**src/rtl/pcpi_arb_pkg.sv**
```systemverilog
// Shared types and helpers for the PCPI response arbiter.
// Optional build macro used by the arbiter: PCPI_ARB_COLLISION_EN.
package pcpi_arb_pkg;

  localparam int unsigned DEF_TIMEOUT = 16;
  localparam int unsigned MAX_CH      = 8;
  localparam int unsigned MAX_SELW    = 3;

  typedef enum logic [2:0] {
    IDLE = 3'd0,
    BUSY = 3'd1,
    RESP = 3'd2,
    TOUT = 3'd3,
    DONE = 3'd4
  } arb_state_e;

  typedef struct packed {
    logic                found;
    logic [MAX_SELW-1:0] idx;
  } lowest_t;

  // Index of the lowest set bit; scanning downward lets the lowest index win.
  function automatic lowest_t lowest_set(input logic [MAX_CH-1:0] vec);
    lowest_t r;
    r = '0;
    for (int i = MAX_CH - 1; i >= 0; i--) begin
      if (vec[i]) begin
        r.found = 1'b1;
        r.idx   = MAX_SELW'(i);
      end
    end
    return r;
  endfunction

endpackage

```
**src/rtl/pcpi_prio_enc.sv**
```systemverilog
// Combinational fixed-priority encoder: lowest set request index wins.
module pcpi_prio_enc
  import pcpi_arb_pkg::*;
#(
  parameter int unsigned NCH  = 3,
  parameter int unsigned SELW = (NCH > 1) ? $clog2(NCH) : 1
) (
  input  logic [NCH-1:0]  req_i,
  output logic [SELW-1:0] idx_c_o,
  output logic            valid_c_o
);

  logic [MAX_CH-1:0] req_pad;
  lowest_t           res;

  always_comb begin
    req_pad   = MAX_CH'(req_i);
    res       = lowest_set(req_pad);
    idx_c_o   = SELW'(res.idx);
    valid_c_o = res.found;
  end

endmodule

```
**src/rtl/pcpi_resp_arb.sv**
```systemverilog
// Registered, FSM-sequenced merge of NCH co-processor responses onto pcpi_int_*.
// Optional build macro: PCPI_ARB_COLLISION_EN (collision pulse + saturating counter).
module pcpi_resp_arb
  import pcpi_arb_pkg::*;
#(
  parameter int unsigned    NCH     = 3,
  parameter int unsigned    XLEN    = 32,
  parameter logic [NCH-1:0] CH_EN   = {NCH{1'b1}},
  parameter int unsigned    TIMEOUT = DEF_TIMEOUT,
  parameter int unsigned    SELW    = (NCH > 1) ? $clog2(NCH) : 1
) (
  input  logic                clk,
  input  logic                resetn,
  input  logic                pcpi_valid,
  input  logic [NCH-1:0]      ch_wr,
  input  logic [NCH*XLEN-1:0] ch_rd,
  input  logic [NCH-1:0]      ch_wait,
  input  logic [NCH-1:0]      ch_ready,
  output logic                pcpi_int_wr,
  output logic [XLEN-1:0]     pcpi_int_rd,
  output logic                pcpi_int_wait,
  output logic                pcpi_int_ready,
  output logic                pcpi_int_timeout,
  output logic [SELW-1:0]     pcpi_int_sel,
  output logic                pcpi_int_collision
);

  localparam int unsigned CW = $clog2(TIMEOUT) + 1;

  arb_state_e        state_q, state_d;
  logic [CW-1:0]     cnt_q, cnt_d;
  logic              wr_q, wr_d;
  logic [XLEN-1:0]   rd_q, rd_d;
  logic [SELW-1:0]   sel_q, sel_d;
  logic              ready_q, ready_d;
  logic              tout_q, tout_d;
  logic              wait_q, wait_d;

  logic [NCH-1:0]    en_ready, en_wait;
  logic [SELW-1:0]   win_idx;
  logic              win_valid;
  logic [XLEN-1:0]   win_rd;

  assign en_ready = ch_ready & CH_EN;
  assign en_wait  = ch_wait & CH_EN;

  pcpi_prio_enc #(
    .NCH  (NCH),
    .SELW (SELW)
  ) u_prio (
    .req_i     (en_ready),
    .idx_c_o   (win_idx),
    .valid_c_o (win_valid)
  );

  assign win_rd = ch_rd[int'(win_idx) * XLEN +: XLEN];

  // Next-state and registered-output values; ready beats wait beats timeout in BUSY.
  always_comb begin
    state_d = state_q;
    cnt_d   = cnt_q;
    wr_d    = 1'b0;
    rd_d    = rd_q;
    sel_d   = sel_q;
    ready_d = 1'b0;
    tout_d  = 1'b0;
    wait_d  = 1'b0;
    unique case (state_q)
      IDLE: begin
        if (pcpi_valid) begin
          state_d = BUSY;
          cnt_d   = '0;
        end
      end
      BUSY: begin
        if (!pcpi_valid) begin
          state_d = IDLE;
        end else if (win_valid) begin
          state_d = RESP;
          wr_d    = ch_wr[win_idx];
          rd_d    = win_rd;
          sel_d   = win_idx;
          ready_d = 1'b1;
        end else if (|en_wait) begin
          cnt_d  = '0;
          wait_d = 1'b1;
        end else if (cnt_q == CW'(TIMEOUT - 1)) begin
          state_d = TOUT;
          tout_d  = 1'b1;
        end else if (cnt_q != '1) begin
          cnt_d = cnt_q + CW'(1);
        end
      end
      RESP:    state_d = DONE;
      TOUT:    state_d = DONE;
      DONE: begin
        if (!pcpi_valid) state_d = IDLE;
      end
      default: state_d = IDLE;
    endcase
  end

  always_ff @(posedge clk or negedge resetn) begin
    if (!resetn) begin
      state_q <= IDLE;
      cnt_q   <= '0;
      wr_q    <= 1'b0;
      rd_q    <= '0;
      sel_q   <= '0;
      ready_q <= 1'b0;
      tout_q  <= 1'b0;
      wait_q  <= 1'b0;
    end else begin
      state_q <= state_d;
      cnt_q   <= cnt_d;
      wr_q    <= wr_d;
      rd_q    <= rd_d;
      sel_q   <= sel_d;
      ready_q <= ready_d;
      tout_q  <= tout_d;
      wait_q  <= wait_d;
    end
  end

  assign pcpi_int_wr      = wr_q;
  assign pcpi_int_rd      = rd_q;
  assign pcpi_int_wait    = wait_q;
  assign pcpi_int_ready   = ready_q;
  assign pcpi_int_timeout = tout_q;
  assign pcpi_int_sel     = sel_q;

`ifdef PCPI_ARB_COLLISION_EN
  logic       coll_d, coll_q;
  logic [7:0] coll_cnt_q;

  // More than one enabled ready at the winning capture.
  assign coll_d = (state_q == BUSY) && pcpi_valid && win_valid &&
                  (|(en_ready & (en_ready - NCH'(1))));

  always_ff @(posedge clk or negedge resetn) begin
    if (!resetn) begin
      coll_q     <= 1'b0;
      coll_cnt_q <= 8'd0;
    end else begin
      coll_q <= coll_d;
      if (coll_d && (coll_cnt_q != 8'hFF)) coll_cnt_q <= coll_cnt_q + 8'd1;
    end
  end

  assign pcpi_int_collision = coll_q;
`else
  assign pcpi_int_collision = 1'b0;
`endif

endmodule

```
**config.mk**
```make
export PLATFORM = sky130hd
export DESIGN_NAME = pcpi_resp_arb
export DESIGN_NICKNAME = d
export VERILOG_FILES = /design/src/rtl/pcpi_arb_pkg.sv /design/src/rtl/pcpi_prio_enc.sv /design/src/rtl/pcpi_resp_arb.sv
export SDC_FILE = /design/constraint.sdc
export NUM_CORES = 1
export LEC_CHECK = 0
export BUFFER_PORTS_ARGS = -buffer_cell sky130_fd_sc_hd__buf_2
export CORE_AREA = 5 5 96 98
export DETAILED_ROUTE_END_ITERATION = 8
export DIE_AREA = 0 0 101 103
export GPL_TIMING_DRIVEN = 0
export HOLD_SLACK_MARGIN = 0.08
export MAX_ROUTING_LAYER = met4
export SETUP_SLACK_MARGIN = 0.2
export SYNTH_ARGS = -nofsm -noshare
export SYNTH_HDL_FRONTEND = slang
export SYNTH_SLANG_ARGS = --single-unit
```
**constraint.sdc**
```tcl
create_clock -name clk -period 2.4 [get_ports clk]
set_input_delay 0.12 -clock clk [delete_from_list [all_inputs] [get_ports clk]]
set_output_delay 0.12 -clock clk [all_outputs]
set_load 0.005 [all_outputs]
```
; Word level (Yosys, flattened, before mapping)
; Cells that the tools add are included.
[classes]
add_sub_neg = 1
order_cmp = 1
n_eq_ne = 14
shifts = 1
muxes = 34
n_reduce_logical = 7
[op_table]
columns = cell, n
row1 = indexed part select 96 x 8 -> 32 bit, 1
row2 = two-way mux 5 bit, 6
row3 = two-way mux 3 bit, 6
row4 = two-way mux 1 bit, 16
row5 = two-way mux 4 bit, 3
row6 = one-hot mux 3 bit (4 select lines), 1
row7 = one-hot mux 5 bit (2 select lines), 1
row8 = inequality test 2 bit (second input constant), 4
row9 = inequality test 4 x 3 -> 1 bit (second input constant), 2
row10 = equality test 3 x 2 -> 1 bit (second input constant), 2
row11 = inequality test 3 bit (second input constant), 2
row12 = AND reduction 6 bit, 1
row13 = adder 5 x 1 -> 5 bit (second input constant), 1
row14 = equality test 5 x 4 -> 1 bit (second input constant), 1
row15 = inequality test 5 bit (second input constant), 1
row16 = AND reduction 4 bit, 1
row17 = equality test 3 x 1 -> 1 bit (second input constant), 1
row18 = equality test 3 bit (second input constant), 1
row19 = zero test 3 bit, 1
row20 = < comparator 2 x 3 -> 1 bit (second input constant), 1
row21 = AND reduction 3 bit, 1
row22 = OR reduction 3 bit, 1
row23 = binary-select mux 1 bit (select 2 bit), 1
row24 = nonzero test 2 bit, 1
row25 = OR reduction 2 bit, 1
[totals]
regBits = 46
in_bits = 108
output_inout_bits = 39
wordCells = 66

; Logic depth before layout (Yosys ltp)
[logic_depth]
ltp_word = 8
mapped_depth = 6
ltp_nobuf = 6

; Hierarchy
; Synthesis repeated with hierarchy kept, for this count alone.
[unflattened]
cells_unflattened = 276
area_unflattened_um2 = 2541.2
[by_module_without_submodules]
columns = mod, n_inst, cells_each, area_each_um2, seq_area_each_um2
row1 = pcpi_resp_arb, 1, 273, 2521.2, 1151.1
row2 = pcpi_prio_enc, 1, 3, 20.0, 0.0

; Least setup slack after synthesis
; Ideal clock, no wire load.
[synth_path]
path_type = register to register
startpoint = reg cnt_q[0]
endpoint = reg cnt_q[3]
setup_ns = 0.079
arrival_time_ns = 1.872
t_required_ns = 2.321
slack_ns = 0.449
stages_incl_launch_ff = 7
path_buffers = 0
synth_period_minus_slack_ns = 1.951
cell_sequence = dfrtp_1 > ha_1 > and3_1 > ha_1 > or4bb_1 > nor4_2 > a2bb2oi_1
[synth_via]
elab_chain_cells = 7
word_cells_on_any_way = 12
cone_classes = add/sub: 1 / eq/ne: 4 / mux: 6 / reduce/logical: 1
[synth_lines]
columns = element, line_no
row1 = from (decl), pcpi_resp_arb.sv:31  ; logic [CW-1:0] cnt_q, cnt_d;
row2 = from (signal assigned), pcpi_resp_arb.sv:115  ; cnt_q <= cnt_d;
row3 = adder 5 x 1 -> 5 bit, pcpi_resp_arb.sv:91  ; cnt_d = cnt_q + CW'(1);
row4 = two-way mux 5 bit, pcpi_resp_arb.sv:90  ; end else if (cnt_q != '1) begin
row5 = two-way mux 5 bit, pcpi_resp_arb.sv:87  ; end else if (cnt_q == CW'(TIMEOUT - 1)) begin
row6 = two-way mux 5 bit, pcpi_resp_arb.sv:84  ; end else if (|en_wait) begin
row7 = two-way mux 5 bit, pcpi_resp_arb.sv:78  ; end else if (win_valid) begin
row8 = two-way mux 5 bit, pcpi_resp_arb.sv:76  ; if (!pcpi_valid) begin
row9 = one-hot mux 5 bit (2 select lines), pcpi_resp_arb.sv:68  ; unique case (state_q)
; Parallel ways exist; a longest one is shown, timed or not. The select of a mux whose other input is x is not followed.
; A chain may end at the register's enable or synchronous reset.

; Worst setup path in the final report
; Same ends and word-level chain as after synthesis.

==> impl_metrics.py <==
metrics = {
    "power_and_ir_drop": {
        "swShare": 0.326,
        "comb_power_share": 0.356,
        "pwr-share-seq": 0.439,
        "p_sw_uw": 906,
        "internal_power_mw": 1.88,
        "power_frac_clock": 0.206,
        "power.leakage_nw": 1.92,
        "ir_worst_vdd_mv": 0.247,
        "p_per_area_nw_per_um2": 741,
    },
    "critical_path": {
        "worstPathMaxFanout": 6,
        "path_class": "reg -> reg",
        "crit_path_start": "cnt_q[0]",
        "critPathLaunchType": "flop",
        "arrival_ns": 2.28,
        "end_kind": "flop",
        "required_ns": 2.62,
        "r2r_start": "cnt_q[0]",
    },
    "logic_synthesis": {
        "synth.largest_area_cell": "dfrtp_1",
        "synth.most_common_cell": "dfrtp_1",
        "synth_seq_cells": 46,
        "async_reset_ff_frac": 1.00,
        "synth_enable_flop_cells": 0,
        "netlist_top_cells_count": "dfrtp_1, nor2_1, a211oi_1, and3b_1, o31ai_1",
        "synth_nets": 400,
        "syn_area_per_cell_um2": 9.59,
        "synth_top_area_frac": 0.415,
        "netlist_area_um2": 2770,
        "synth-warning-count": 0,
        "synth.area.top_cells": "dfrtp_1, and3b_1, a211oi_1",
        "ys_seq_area_frac": 0.415,
        "ys_types": 47,
        "synthesis.instances": 289,
        "synth_ff_type": "dfrtp_1",
    },
    "timing": {
        "fin_crit_ns": 2.06,
        "fin_setup_tns_ns": 0,
        "hold_viol": 0,
        "rsz0062_at_grt": "no",
        "worst_pin_slew_ns": 1.06,
        "fin_crit_sh": 0.859,
        "worst_clock_skew_ns": 0.00879,
        "max_freq_mhz": 485,
        "setup_violations": 0,
        "slew_headroom": 0.291,
        "drv_slew": 0,
        "fin_ws_ns": 0.338,
    },
    "grt": {
        "grt_max_degree": 47,
        "antenna_found_initial": 1,
        "overflow": 0,
        "use_met3": 0.0291,
        "grt-busiest-layer": "met2",
        "gr-usage-met1": 0.245,
        "met2_usage": 0.284,
        "first_global_vias": 2882,
        "track_usage": 0.181,
        "grt_first_pass_wirelength_um": 14400,
    },
    "hold_path": {
        "hold_start": "ch_rd[89]",
        "hold_path.class": "in -> reg",
    },
    "clock_network": {
        "cts_htree_levels": 2,
        "cts_tree": "yes",
        "cts.path.max_buffers": 2,
        "numCtsBuffers": 5,
        "path_clk_slew_ns": 0.09,
        "clock_sinks": 46,
        "root_buffer": "clkbuf_8",
        "clk_latency_ns": 0.30,
        "post-cts-setup-buffers": 0,
    },
    "run": {
        "max-cap-violations": 0,
    },
    "placement": {
        "hpwl_um": 6950,
        "place.port_buffers": 145,
        "dp_slack_ns": 0.315,
        "gp_congestion": 0.778,
    },
    "die": {
        "start_util": 0.331,
        "fp-row-count": 34,
        "ios": 147,
        "die_w_um": 101,
        "core_um2": 8380,
        "die_y_um": 103,
        "dieArea_um2": 10400,
    },
    "cells_and_area": {
        "fill_cells": 877,
        "layout-drive-gt1-share": 0.411,
        "fin_nets": 553,
        "syn_to_final_growth_pct": 35.5,
        "multi_input_area_um2": 1440,
        "regArea_um2": 1150,
    },
    "routing": {
        "drt_iter0_drc": 60,
        "routed_wl_um": 9140,
        "via_per_inst": 5.15,
        "dr_total_vias": 2845,
        "drc_errors": 0,
        "drt-wirelength-per-cell_um": 16.6,
        "ant_nets": 0,
        "first_pass_iters": 4,
    },
    "outcome": {
        "outcome": "completed",
    },
}
-- power groups by stage --
stage / logic, mW / registers (mW) / clock network, mW
floorplan: 0.440 / 1.25 / 0
global placement: 0.987 / 1.23 / 0
detailed placement: 1.01 / 1.24 / 0
CTS: 1.01 / 1.22 / 0.601
global route: 1.12 / 1.27 / 0.629
finish: 0.989 / 1.22 / 0.573
-- final timing paths --
| path | end | slack (ns) | depth (start not counted) |
|---|---|---|---|
| min in group asynchronous | cnt_q[3] | 0.54 | 2 |
| worst max register to register | cnt_q[3] | 0.34 | 6 |
| worst min register to register | pcpi_int_rd[16] | 0.49 | 2 |
| worst min-delay path | pcpi_int_rd[25] | 0.10 | 3 |
| max in group asynchronous | pcpi_int_rd[16] | 1.19 | 2 |
| worst max-delay path | cnt_q[3] | 0.34 | 6 |
-- registers in the layout (all words and copies together), names as in the netlist --
register	flops
pcpi_int_rd	32
pcpi_int_sel	2
pcpi_int_ready	1
pcpi_int_wait	1
pcpi_int_timeout	1
pcpi_int_wr	1
state_q	3
cnt_q	5
-- layout make-up --
cell class              instances  share of cell area
diodes                          1            0.000666
repair buffers                146               0.196
well taps                     108              0.0360
plain buffers                  30              0.0443
clock buffers                   5              0.0183
clock inverters                 3              0.0107
inverters                       6             0.00599
multi-input cells             207               0.382
flip-flops and latches         46               0.306
-- kinds of logic (layout without fill, tap and decap cells) --
family,after synthesis,count (layout),share of synthesized area
adders and majority gates,3,3,0.0135
muxes,3,3,0.0113
buffers and inverters,36,190,0.0681
and+or+nand+nor,92,92,0.223
DFF,46,46,0.415
AOI/OAI and AO/OA,108,108,0.268
other,1,2,0.00135
-- repair_timing --
action                     in CTS  in global routing
hold buffers                    1                  0
resized for setup               0                  1
hold endpoints to repair       46                  0
setup endpoints to repair       0                  1
-- metrics by stage --
stage,instance area [um^2],total power [mW],instances,util,hold slack (ns)
global route,3760,3.01,552,0.448,0.0995
CTS,3750,2.83,551,0.448,0.0909
floorplan,2770,1.69,289,-,-0.176
finish,3760,2.78,552,0.448,0.102
global placement,3630,2.21,542,0.434,0.367
detailed placement,3630,2.25,542,0.434,0.378
-- metal layers --
layer	wire length, um	vias to the layer above
met3	633	8
met4	125	0
met5	0	-
met2	4320	105
li1	-	1394
met1	4060	1338
-- placed cells by master (no fill, tap or decap), types with 2 or more instances in the layout --
cell	instances
nor3_1	3
o31ai_1	32
o21ai_0	30
clkinv_2	2
and3b_1	32
buf_6	3
nor2_1	36
o21ai_1	3
nand4_1	2
a211oi_1	32
ha_1	2
buf_4	4
nor3b_1	3
mux2i_1	2
o22ai_1	2
buf_2	154
clkbuf_1	12
clkbuf_8	5
dfrtp_1	46
inv_1	6
-- worst max-delay path: stages (launching register included) --
cell       delay [ns]
dfrtp_1          0.41
ha_1             0.23
and3_1           0.21
ha_2             0.21
or4bb_1          0.55
nor4_2           0.23
a2bb2oi_1        0.16
Note: power is estimated with default switching activity, not from simulation.
